<file path="config.mk">
export PLATFORM = sky130hd
export DESIGN_NAME = alu_arbiter
export DESIGN_NICKNAME = d
export VERILOG_FILES = /design/src/rtl/alu_arbiter.sv
export SDC_FILE = /design/constraint.sdc
export NUM_CORES = 1
export LEC_CHECK = 0
export ABC_CLOCK_PERIOD_IN_PS = 1950
export CORE_UTILIZATION = 39
export DETAILED_ROUTE_END_ITERATION = 10
export GPL_TIMING_DRIVEN = 0
export PLACE_DENSITY_LB_ADDON = 0.1
export SETUP_SLACK_MARGIN = 0.2
export SYNTH_ARGS = -nofsm -noshare
export SYNTH_HDL_FRONTEND = slang
export SYNTH_SLANG_ARGS = --single-unit
</file>
<file path="constraint.sdc">
create_clock -name clk -period 1.95 [get_ports clk]
set_input_delay 0.39 -clock clk [delete_from_list [all_inputs] [get_ports clk]]
set_output_delay 0.39 -clock clk [all_outputs]
set_load 0.1 [all_outputs]
</file>
<file path="src/rtl/alu_arbiter.sv">
// alu_arbiter: shares one combinational ALU between two requesters.
// Flow per operation: grant in IDLE, one EXEC cycle, then RESP until the
// response is taken. Arbitration is round-robin by default. Define
// ALU_ARB_FIXED_PRI_EN to make it fixed priority, with requester 0 winning.
// An op whose sel[5] is set is answered with an error and never reaches the ALU.
module alu_arbiter #(
  parameter int unsigned DATA_W = 12
) (
  input  logic              clk,
  input  logic              rst_n,
  input  logic              req0_valid,
  output logic              req0_ready,
  input  logic [5:0]        req0_sel,
  input  logic              req0_cin,
  input  logic [DATA_W-1:0] req0_a,
  input  logic [DATA_W-1:0] req0_b,
  input  logic              req1_valid,
  output logic              req1_ready,
  input  logic [5:0]        req1_sel,
  input  logic              req1_cin,
  input  logic [DATA_W-1:0] req1_a,
  input  logic [DATA_W-1:0] req1_b,
  output logic [5:0]        alu_sel,
  output logic              alu_cin,
  output logic [DATA_W-1:0] alu_a,
  output logic [DATA_W-1:0] alu_b,
  input  logic [DATA_W-1:0] alu_y,
  output logic              rsp_valid,
  input  logic              rsp_ready,
  output logic              rsp_id,
  output logic [DATA_W-1:0] rsp_y,
  output logic              rsp_err
);

  localparam int unsigned SEL_W   = 6;
  localparam int unsigned DIS_BIT = 5;

  localparam logic [1:0] IDLE = 2'b00;
  localparam logic [1:0] EXEC = 2'b01;
  localparam logic [1:0] RESP = 2'b10;

  logic [1:0]        state_q, state_d;
  logic              grant0_c, grant1_c, accept_c;
  logic [SEL_W-1:0]  gnt_sel_c;
  logic              gnt_cin_c;
  logic [DATA_W-1:0] gnt_a_c, gnt_b_c;

  logic              rsp_valid_d, rsp_id_d, rsp_err_d;
  logic [DATA_W-1:0] rsp_y_d;
  logic [SEL_W-1:0]  alu_sel_d;
  logic              alu_cin_d;
  logic [DATA_W-1:0] alu_a_d, alu_b_d;

`ifndef ALU_ARB_FIXED_PRI_EN
  logic last_q, last_d;
`endif

  // Pick the winner among the valid requesters.
  always_comb begin
`ifdef ALU_ARB_FIXED_PRI_EN
    grant0_c = req0_valid;
`else
    grant0_c = req0_valid & (~req1_valid | last_q);
`endif
    grant1_c = req1_valid & ~grant0_c;
  end

  assign accept_c   = (state_q == IDLE) & (req0_valid | req1_valid);
  assign req0_ready = rst_n & (state_q == IDLE) & grant0_c;
  assign req1_ready = rst_n & (state_q == IDLE) & grant1_c;

  assign gnt_sel_c = grant1_c ? req1_sel : req0_sel;
  assign gnt_cin_c = grant1_c ? req1_cin : req0_cin;
  assign gnt_a_c   = grant1_c ? req1_a   : req0_a;
  assign gnt_b_c   = grant1_c ? req1_b   : req0_b;

  // Next-state and next-register values for the IDLE/EXEC/RESP sequence.
  always_comb begin
    state_d     = state_q;
    rsp_valid_d = rsp_valid;
    rsp_id_d    = rsp_id;
    rsp_err_d   = rsp_err;
    rsp_y_d     = rsp_y;
    alu_sel_d   = alu_sel;
    alu_cin_d   = alu_cin;
    alu_a_d     = alu_a;
    alu_b_d     = alu_b;
`ifndef ALU_ARB_FIXED_PRI_EN
    last_d      = last_q;
`endif
    case (state_q)
      IDLE: begin
        if (accept_c) begin
          state_d   = EXEC;
          rsp_id_d  = grant1_c;
          rsp_err_d = gnt_sel_c[DIS_BIT];
`ifndef ALU_ARB_FIXED_PRI_EN
          last_d    = grant1_c;
`endif
          // A disabled op leaves the ALU drive untouched.
          if (!gnt_sel_c[DIS_BIT]) begin
            alu_sel_d = gnt_sel_c;
            alu_cin_d = gnt_cin_c;
            alu_a_d   = gnt_a_c;
            alu_b_d   = gnt_b_c;
          end
        end
      end
      EXEC: begin
        state_d     = RESP;
        rsp_valid_d = 1'b1;
        rsp_y_d     = rsp_err ? '0 : alu_y;
      end
      RESP: begin
        if (rsp_ready) begin
          state_d     = IDLE;
          rsp_valid_d = 1'b0;
        end
      end
      default: begin
        state_d     = IDLE;
        rsp_valid_d = 1'b0;
      end
    endcase
  end

  // State and registered outputs.
  always_ff @(posedge clk or negedge rst_n) begin
    if (!rst_n) begin
      state_q   <= IDLE;
      rsp_valid <= 1'b0;
      rsp_id    <= 1'b0;
      rsp_err   <= 1'b0;
      rsp_y     <= '0;
      alu_sel   <= '0;
      alu_cin   <= 1'b0;
      alu_a     <= '0;
      alu_b     <= '0;
`ifndef ALU_ARB_FIXED_PRI_EN
      last_q    <= 1'b1;
`endif
    end else begin
      state_q   <= state_d;
      rsp_valid <= rsp_valid_d;
      rsp_id    <= rsp_id_d;
      rsp_err   <= rsp_err_d;
      rsp_y     <= rsp_y_d;
      alu_sel   <= alu_sel_d;
      alu_cin   <= alu_cin_d;
      alu_a     <= alu_a_d;
      alu_b     <= alu_b_d;
`ifndef ALU_ARB_FIXED_PRI_EN
      last_q    <= last_d;
`endif
    end
  end

endmodule

</file>
# Word-level counts from Yosys, hierarchy flattened

Cells that the tools add are included.

Equality and inequality tests: 4
Muxes and demuxes: 10
Bitwise operators: 12
Reductions and logical operators: 5

Operator list:

| operator                                                        | count |
|---|---|
| 12-bit 2-to-1 mux                                               | 3 |
| 1-bit bitwise AND                                               | 6 |
| 6-bit 2-to-1 mux                                                | 1 |
| 2-bit case mux with 3 select lines                              | 1 |
| 2-bit AND reduction                                             | 3 |
| 2-bit 2-to-1 mux                                                | 2 |
| 2-bit != test, second input constant                            | 2 |
| 1-bit NOT                                                       | 4 |
| 1-bit case mux with 3 select lines                              | 1 |
| 3-bit AND reduction                                             | 1 |
| 2-bit by 1-bit == test with 1-bit output, second input constant | 1 |
| 2-bit == test, second input constant                            | 1 |
| 2-bit zero test                                                 | 1 |
| 1-bit 2-to-1 mux                                                | 2 |
| 1-bit OR                                                        | 2 |

Register bits: 48
Input bits: 79
Output and inout bits: 48
Word-level logic and storage cells: 41

# Logic depth before layout (Yosys ltp)

Gate-level depths: netlist of run 1.

Depth in word-level cells: 8
Gate-level depth with buffers: 5
Mapped depth without buffers: 4

# Least setup slack after synthesis of run 1

No wires, ideal clock.

Path kind: input to output
Start point: input port req0_valid
End point: output port req1_ready
Arrival: 2.034 ns
Data required time: 1.560 ns
Setup slack: -0.474 ns
Cell stages on the path: 4
Buffers on the path: 1
Cell sequence: nand2_1 nand2_1 clkbuf_1 nor2_1

Longest elaborated chain between the ends: 4

RTL lines:

| item               | line | source |
|---|---|---|
| start: declaration | 11   | `input logic req0_valid,` |
| 1-bit bitwise AND  | 63   | `grant0_c = req0_valid & (~req1_valid \| last_q);` |
| 1-bit NOT          | 65   | `grant1_c = req1_valid & ~grant0_c;` |
| 1-bit bitwise AND  | 65   |  |
| 1-bit bitwise AND  | 70   | `assign req1_ready = rst_n & (state_q == IDLE) & grant1_c;` |
| end: declaration   | 18   | `output logic req1_ready,` |

No other way between the ends.

# Final worst setup path of run 1

Start point: register last_q
End point: output port req1_ready

Longest elaborated chain between the ends: 5

RTL lines:

| item                     | line | source |
|---|---|---|
| start: declaration       | 55   | `logic last_q, last_d;` |
| start signal: assignment | 153  | `last_q <= last_d;` |
| 1-bit OR                 | 63   |  |
| 1-bit bitwise AND        | 63   |  |
| 1-bit NOT                | 65   |  |
| 1-bit bitwise AND        | 65   |  |
| 1-bit bitwise AND        | 70   |  |

No other way between the ends.

==> results of run 1 <==
-- worst reg2reg max path, cell delays in order (launching register included) --
cell and delay [ns]:
dfstp_2 0.56, buf_4 0.11, a21boi_0 0.13, buf_2 0.21, or3_1 0.30, o21ai_0 0.14
a2bb2oi_2 0.09
-- flip-flops by register name, summed over array words and instances, names as in the netlist --
| name | flops |
|---|---|
| alu_sel | 5 |
| alu_cin | 1 |
| state_q | 2 |
| rsp_valid | 1 |
| alu_a | 12 |
| rsp_err | 1 |
| rsp_y | 12 |
| alu_b | 12 |
| rsp_id | 1 |
| last_q | 1 |
-- logic make-up after synthesis --
| group | count (synthesis) |
|---|---|
| and+or+nand+nor | 70 |
| other | 1 |
| AOI/OAI and AO/OA | 81 |
| DFF | 48 |
| buffers and inverters | 21 |
-- routing by layer --
layer	share of wire (%)	routed length, um
met1	43	2690
met2	48	3030
met3	7.3	457
met4	1.3	82
met5	0	0
-- cells in the final DEF (no fill, tap or decap) --
cell,synthesis,final
nand2b_1,2,1
bufinv_16,0,2
a2bb2oi_2,29,29
inv_6,0,1
nor2b_1,1,1
a2bb2oi_1,1,1
clkdlybuf4s15_2,0,45
clkbuf_1,12,8
buf_4,1,7
buf_12,0,4
dlygate4sd2_1,0,2
dfrtp_2,0,2
nand2_2,0,2
nand2_4,0,2
nand2_1,32,28
or3_1,30,30
clkbuf_8,0,5
clkdlybuf4s50_1,0,75
a21oi_1,2,2
nand2b_4,0,1
dfstp_2,1,1
dfrtp_1,47,45
conb_1,1,1
buf_8,0,1
nor2_1,4,2
a21boi_0,1,1
o21a_1,1,1
nor2_4,0,2
buf_2,3,5
inv_1,2,2
nor3_1,1,1
o21ai_0,46,46
dlygate4sd3_1,0,1
a2111oi_4,1,1
buf_6,3,4
-- metrics by stage --
step / std cells / utilization (%)
after floorplan: 221 / -
after global placement: 421 / 63.3
after detailed placement: 422 / 63.6
after CTS: 435 / 68.7
after global routing: 437 / 69.2
final: 437 / 69.2
-- area by class of cell --
class                      instances  area (um2)  share of cell area, %
inverter                           2        7.51                  0.183
buffer                            19         119                   2.90
sequential                        48        1200                   29.4
timing repair buffer             133        1410                   34.5
tap                               75        93.8                   2.29
clock buffer                       5        68.8                   1.68
multi-input combinational        152        1120                   27.3
clock inverter                     3        68.8                   1.68
-- timing repair --
item | in CTS | in global routing
hold buffers | 2 | 0
hold endpoints to repair | 20 | 0
gates resized for setup | 169 | 10
pin swaps | 2 | 0
setup buffers | 3 | 2
endpoints found under the setup margin | 78 | 23
-- how the worst max path moves through the flow --
stage,from,end,slack (ns),cells after the start
detailed placement,req1_valid,req1_ready,-1.17,5
global placement,rst_n,req1_ready,-2.76,4
global route,last_q,req1_ready,0.16,5
floorplan,req0_valid,req1_ready,0.28,4
CTS,last_q,req1_ready,0.11,5
finish,last_q,req1_ready,0.22,5
==> impl_metrics.ini, run 1 <==
[drt]
vias = 2188
viasPerCell = 5.01
drt-pass1-iter-count = 4
drtAntennaViolNets = 0
wl_um = 6260
drc = 0
wl_per_cell_um = 14.3
first_iter_violations = 71

[placement]
pre_cts_slack_ns = -1.17
gp_congestion = 0.708
post_dp_cell_area_um2 = 3760
io_buffers = 125
hpwl_um = 4590

[floorplanning]
die_h_um = 80.3
dieArea_um2 = 6440
rows = 28
start_util_pct = 40.3
die_x_um = 80.3
design.core.area_um2 = 5920
io_pins = 127

[clock_tree]
path_clk_slew_ns = 0.10
numCtsBuffers = 5
cts_tree = built
clock_latency_ns = 0.30
htreeDepth = 2
cts_buffer_depth = 2
cts_root_buf = clkbuf_8
cts.sinks = 48

[global_routing]
grt_use_met1_pct = 24.8
grtUsageMet2_pct = 34.6
grt_usage_pct = 20.3
grt_pass1_wl_um = 9950
gr-total-overflow = 0
grt_max_degree = 28
antenna_found_initial = 0
met3_usage_pct = 6.25
grt_pass1_vias = 2062
grt_busiest_layer = met2

[sta]
worst_slew_pin_slew_ns = 0.882
slew_headroom_pct = 41.0
drv_slew = 0
worst_slack_ns = 0.217
hold_viol_final = 0
fin_skew_ns = 0.00996
fmax_ghz = 0.577
grt_setup_unrepaired = yes
fin_crit_ns = 1.73
final.period_utilization_pct = 88.9
finalSetupTns_ns = 0
setup_violations = 0
whs_ns = 0.0848

[setup_path]
critical_path.cell_chain = nand2_2 -> nand2_4 -> buf_8 -> nor2_4 -> buf_12
worst-path-buf-inv = 2
r2r_setup_slack_ns = 0.30
regToRegStartpoint = last_q
cpPeakStageDelay_ns = 0.56
critPathKind = flop to primary output
cp_max_fo = 10
crit_family = flip-flops
end_kind = primary output
worst_ep_arrival_time_ns = 1.34
ff2ff_path_depth = 6
r2r-end = alu_b[7]
required_ns = 1.56
critPathLaunchType = flop
crit_path_top_delay_cell = dfstp_2

[cells_and_area]
post-route-cell-area_um2 = 4100
fin_nets = 440
diodes = 0
drive_above_1_share_pct = 31.5
area_delta_synth_final_pct = 71.5
fillers = 471

[synthesis]
post-synth-top-count-cell = dfrtp_1
ys_async_sr_fraction_pct = 100
yosysWarnings = 0
netlist_area_um2 = 2390
synth_top_cells_by_count = dfrtp_1 (47), o21ai_0 (46), nand2_1 (32)
yosysTopAreaCell = dfrtp_1
avgSynthCellArea_um2 = 10.8
yosysSeqAreaShare_pct = 50.3
yosysTopAreaCellShare_pct = 49.2
synthTopCellsByArea = dfrtp_1 (49%), a2bb2oi_2 (18%), o21ai_0 (9.6%)
synth-simple-area-share_pct = 14.5
synth_fp_nets = 300
synth_top_family_by_area = compound AO/OA/AOI/OAI gates
synth.mux.area_fraction_pct = 0
synthFlopType = dfrtp_1
synth_fa_ha_area_share_pct = 0
synth-compound-area-share_pct = 30.4
synth-seq-cells = 48
synthXorXnorAreaFrac_pct = 0
postSynthCellCount = 221
synth_edf_count = 0
synthDistinctLibCells = 21

[outcome]
status = completed

[min_path]
hold_path_class = primary input to async pin

[flow_run]
maxCapViolations = 0
Power of run 1 is not shown: default switching activity piles up to over one toggle a cycle in this logic, so the estimate is an artifact.
==> run 2, diff against run 1 <==
CAP_MARGIN = 20   (was default)
==> results of run 2 <==
No change in the layout: final DEF, timing and power equal those of run 1.
Power of run 2 is left out for the same reason.
==> RTL change (flow settings as in run 2) <==
Build with the macro `ALU_ARB_FIXED_PRI_EN` defined.
--- a/src/rtl/alu_arbiter.sv
+++ b/src/rtl/alu_arbiter.sv
@@ -4,4 +4,6 @@
 // ALU_ARB_FIXED_PRI_EN to make it fixed priority, with requester 0 winning.
 // An op whose sel[5] is set is answered with an error and never reaches the ALU.
+`define ALU_ARB_FIXED_PRI_EN
+
 module alu_arbiter #(
   parameter int unsigned DATA_W = 12
Function: changed (a bounded check fails within 4 cycles, from zero or initial values and one cycle with rst_n low).
==> RTL change against run 2 <==
- synthesized cell count is 22% lower
- setup slack better by 0.055 ns
- wire length is 12% lower
- sequential cell count is 1 lower
- maximum frequency is 3.3% higher
- clock skew is 0.0061 ns lower
- cell area is 1.2% higher
- area after synthesis is 3.0% higher
- first-iteration DRC count is 73% lower
Power is left out: the tool's default activity adds up to more than one toggle a clock period on the data nets, which glitch-free logic cannot reach.
==> RTL change: results (changes against run 2) <==
Logic synthesis
  • Largest cells by area after synthesis: dfrtp_1 (48%), mux2_4 (35%), nand2b_1 (3.3%)
  • Async S/R FF share, synth: 100.0% (unchanged)
  • Commonest cells post-synth: mux2_4 (58), dfrtp_1 (47), nand2_1 (15), nand2b_1 (13), o21ai_0 (13)
  • Distinct cell type count after synthesis: 20 (-4.8%)
  • Synthesized Nets: 251 (-16%)
  • Synth Instances: 172 (-22%)
  • Sequential fraction of the synthesis area: 47.81% (-2.5 points)

Clocking
  • Clock transition at the registers of the reported paths: 0.09 ns
  • Number of buffers created by CTS: 5 (unchanged)

Worst setup path
  • R2r worst-path depth: 6 (unchanged)
  • RR Endpoint: alu_b[0]$_DFFE_PN0P_
  • CP arrival: 1.29 ns (-0.05 ns)
  • Critical Path Source: state_q[0]$_DFFE_PN0P_
  • CP peak stage delay: 0.44 ns (-0.12 ns)
  • Worst reg-to-reg setup slack: a little over 0.3 ns
  • Worst path slowest cell: dfrtp_2
  • Worst Path Max Fanout: 4 (-6)

Global route
  • Number of global-route vias before repair: 1794 (-13%)
  • Initial antenna violation count: 0 (unchanged)
  • First-pass GRT wire length: 8466 µm (-15%)
  • Total GRT Usage: 17.10% (-3.2 points)
  • Largest net degree at the start of global routing: 25 (-11%)

Cells and area
  • Largest registers: alu_a x12, alu_b x12, rsp_y x12
  • Layout cell share with drive strength beyond 1: 44.62% (+13 points)
  • Number of nets in the layout: 394 (-10%)

Route
  • DRT iter0 DRCs: 19 (-73%)
  • Top sig layer: met4
  • Avg Vias per Cell: 4.655 (-7.0%)
  • Routed met2 length: 2787 µm (-8.1%)
  • First-pass detailed-route iteration total: 4 (unchanged)
  • Met1 WL: 2244 µm (-16%)
  • Routed len/inst: 14.14 µm (-1.3%)
  • Met3 routed WL: 462 µm (+1.1%)
  • Final WL: 5527 µm (-12%)

Min path
  • Hold Path Class: in2reg
  • Hold path cells: 2
  • Hold Startpoint: req0_valid

STA
  • Worst-Margin Slew: 0.5680 ns (-0.3135 ns)
  • Hold Slack: 0.3608 ns (+0.2759 ns)
  • Setup Skew: 0.003817 ns (-0.006140 ns)

Placement
  • IO Port Bufs: 125 (unchanged)
  • Dpl hpwl: 3972 µm (-14%)
  • DP Cell Count: 373 (-12%)
  • DP Area: 3827 µm² (+1.7%)
  • Routability cong.: 0.7473 (+5.6%)

Status
  • Status: finished, final reports clean
RTL change: cell type report:
type,instances,area [µm²]
buffer,10,86.33
tap,75,93.84
fill,467,1847
timing repair buffer,136,1459
clock inverter,2,35.03
multi-input combinational,115,1210
clock buffer,6,82.58
sequential,47,1177
RTL change: per-layer routing:
metal,up-vias,global-route usage [%]
li1,875,-
met1,872,19.93
met2,69,29.92
met3,4,6.111
met4,0,3.750
met5,-,0
RTL change: cell families (layout without fill, tap and decap cells):
group	count (synthesis)	in the layout	synth area share [%]
other cells	1	1	0.1524
mux	60	60	36.32
simple gates	35	35	7.783
buf+inv	10	154	3.510
compound gates	19	19	4.425
flops	47	47	47.81
RTL change: per-stage QoR:
stage | setup slack (ns) | util, %
after global placement | -2.536 | 63.64
after CTS | 0.03084 | 68.09
final | 0.2720 | 69.17
after global routing | 0.2208 | 69.17
after floorplan | 0.3616 | -
after detailed placement | -0.9946 | 63.89
RTL change: worst max path at each step:
| stage | endpoint |
|---|---|
| floorplan | req1_ready |
| CTS | req1_ready |
| finish | req0_ready |
| detailed placement | req1_ready |
| global route | req1_ready |
| global placement | req1_ready |
RTL change: repair_timing:
action,CTS,global route
hold buffers,3,0
endpoints found under the setup margin,61,1
pin swaps,1,2
gates resized for setup,157,4
buffers inserted,1,5
gates cloned,0,0
endpoints found under the hold margin,23,0
RTL change: worst reg2reg max path: stages (launching register included):
cell,delay (ns)
dfrtp_2,0.44
nor2_4,0.16
buf_4,0.13
buf_4,0.10
o21a_2,0.19
buf_6,0.20
mux2_4,0.32
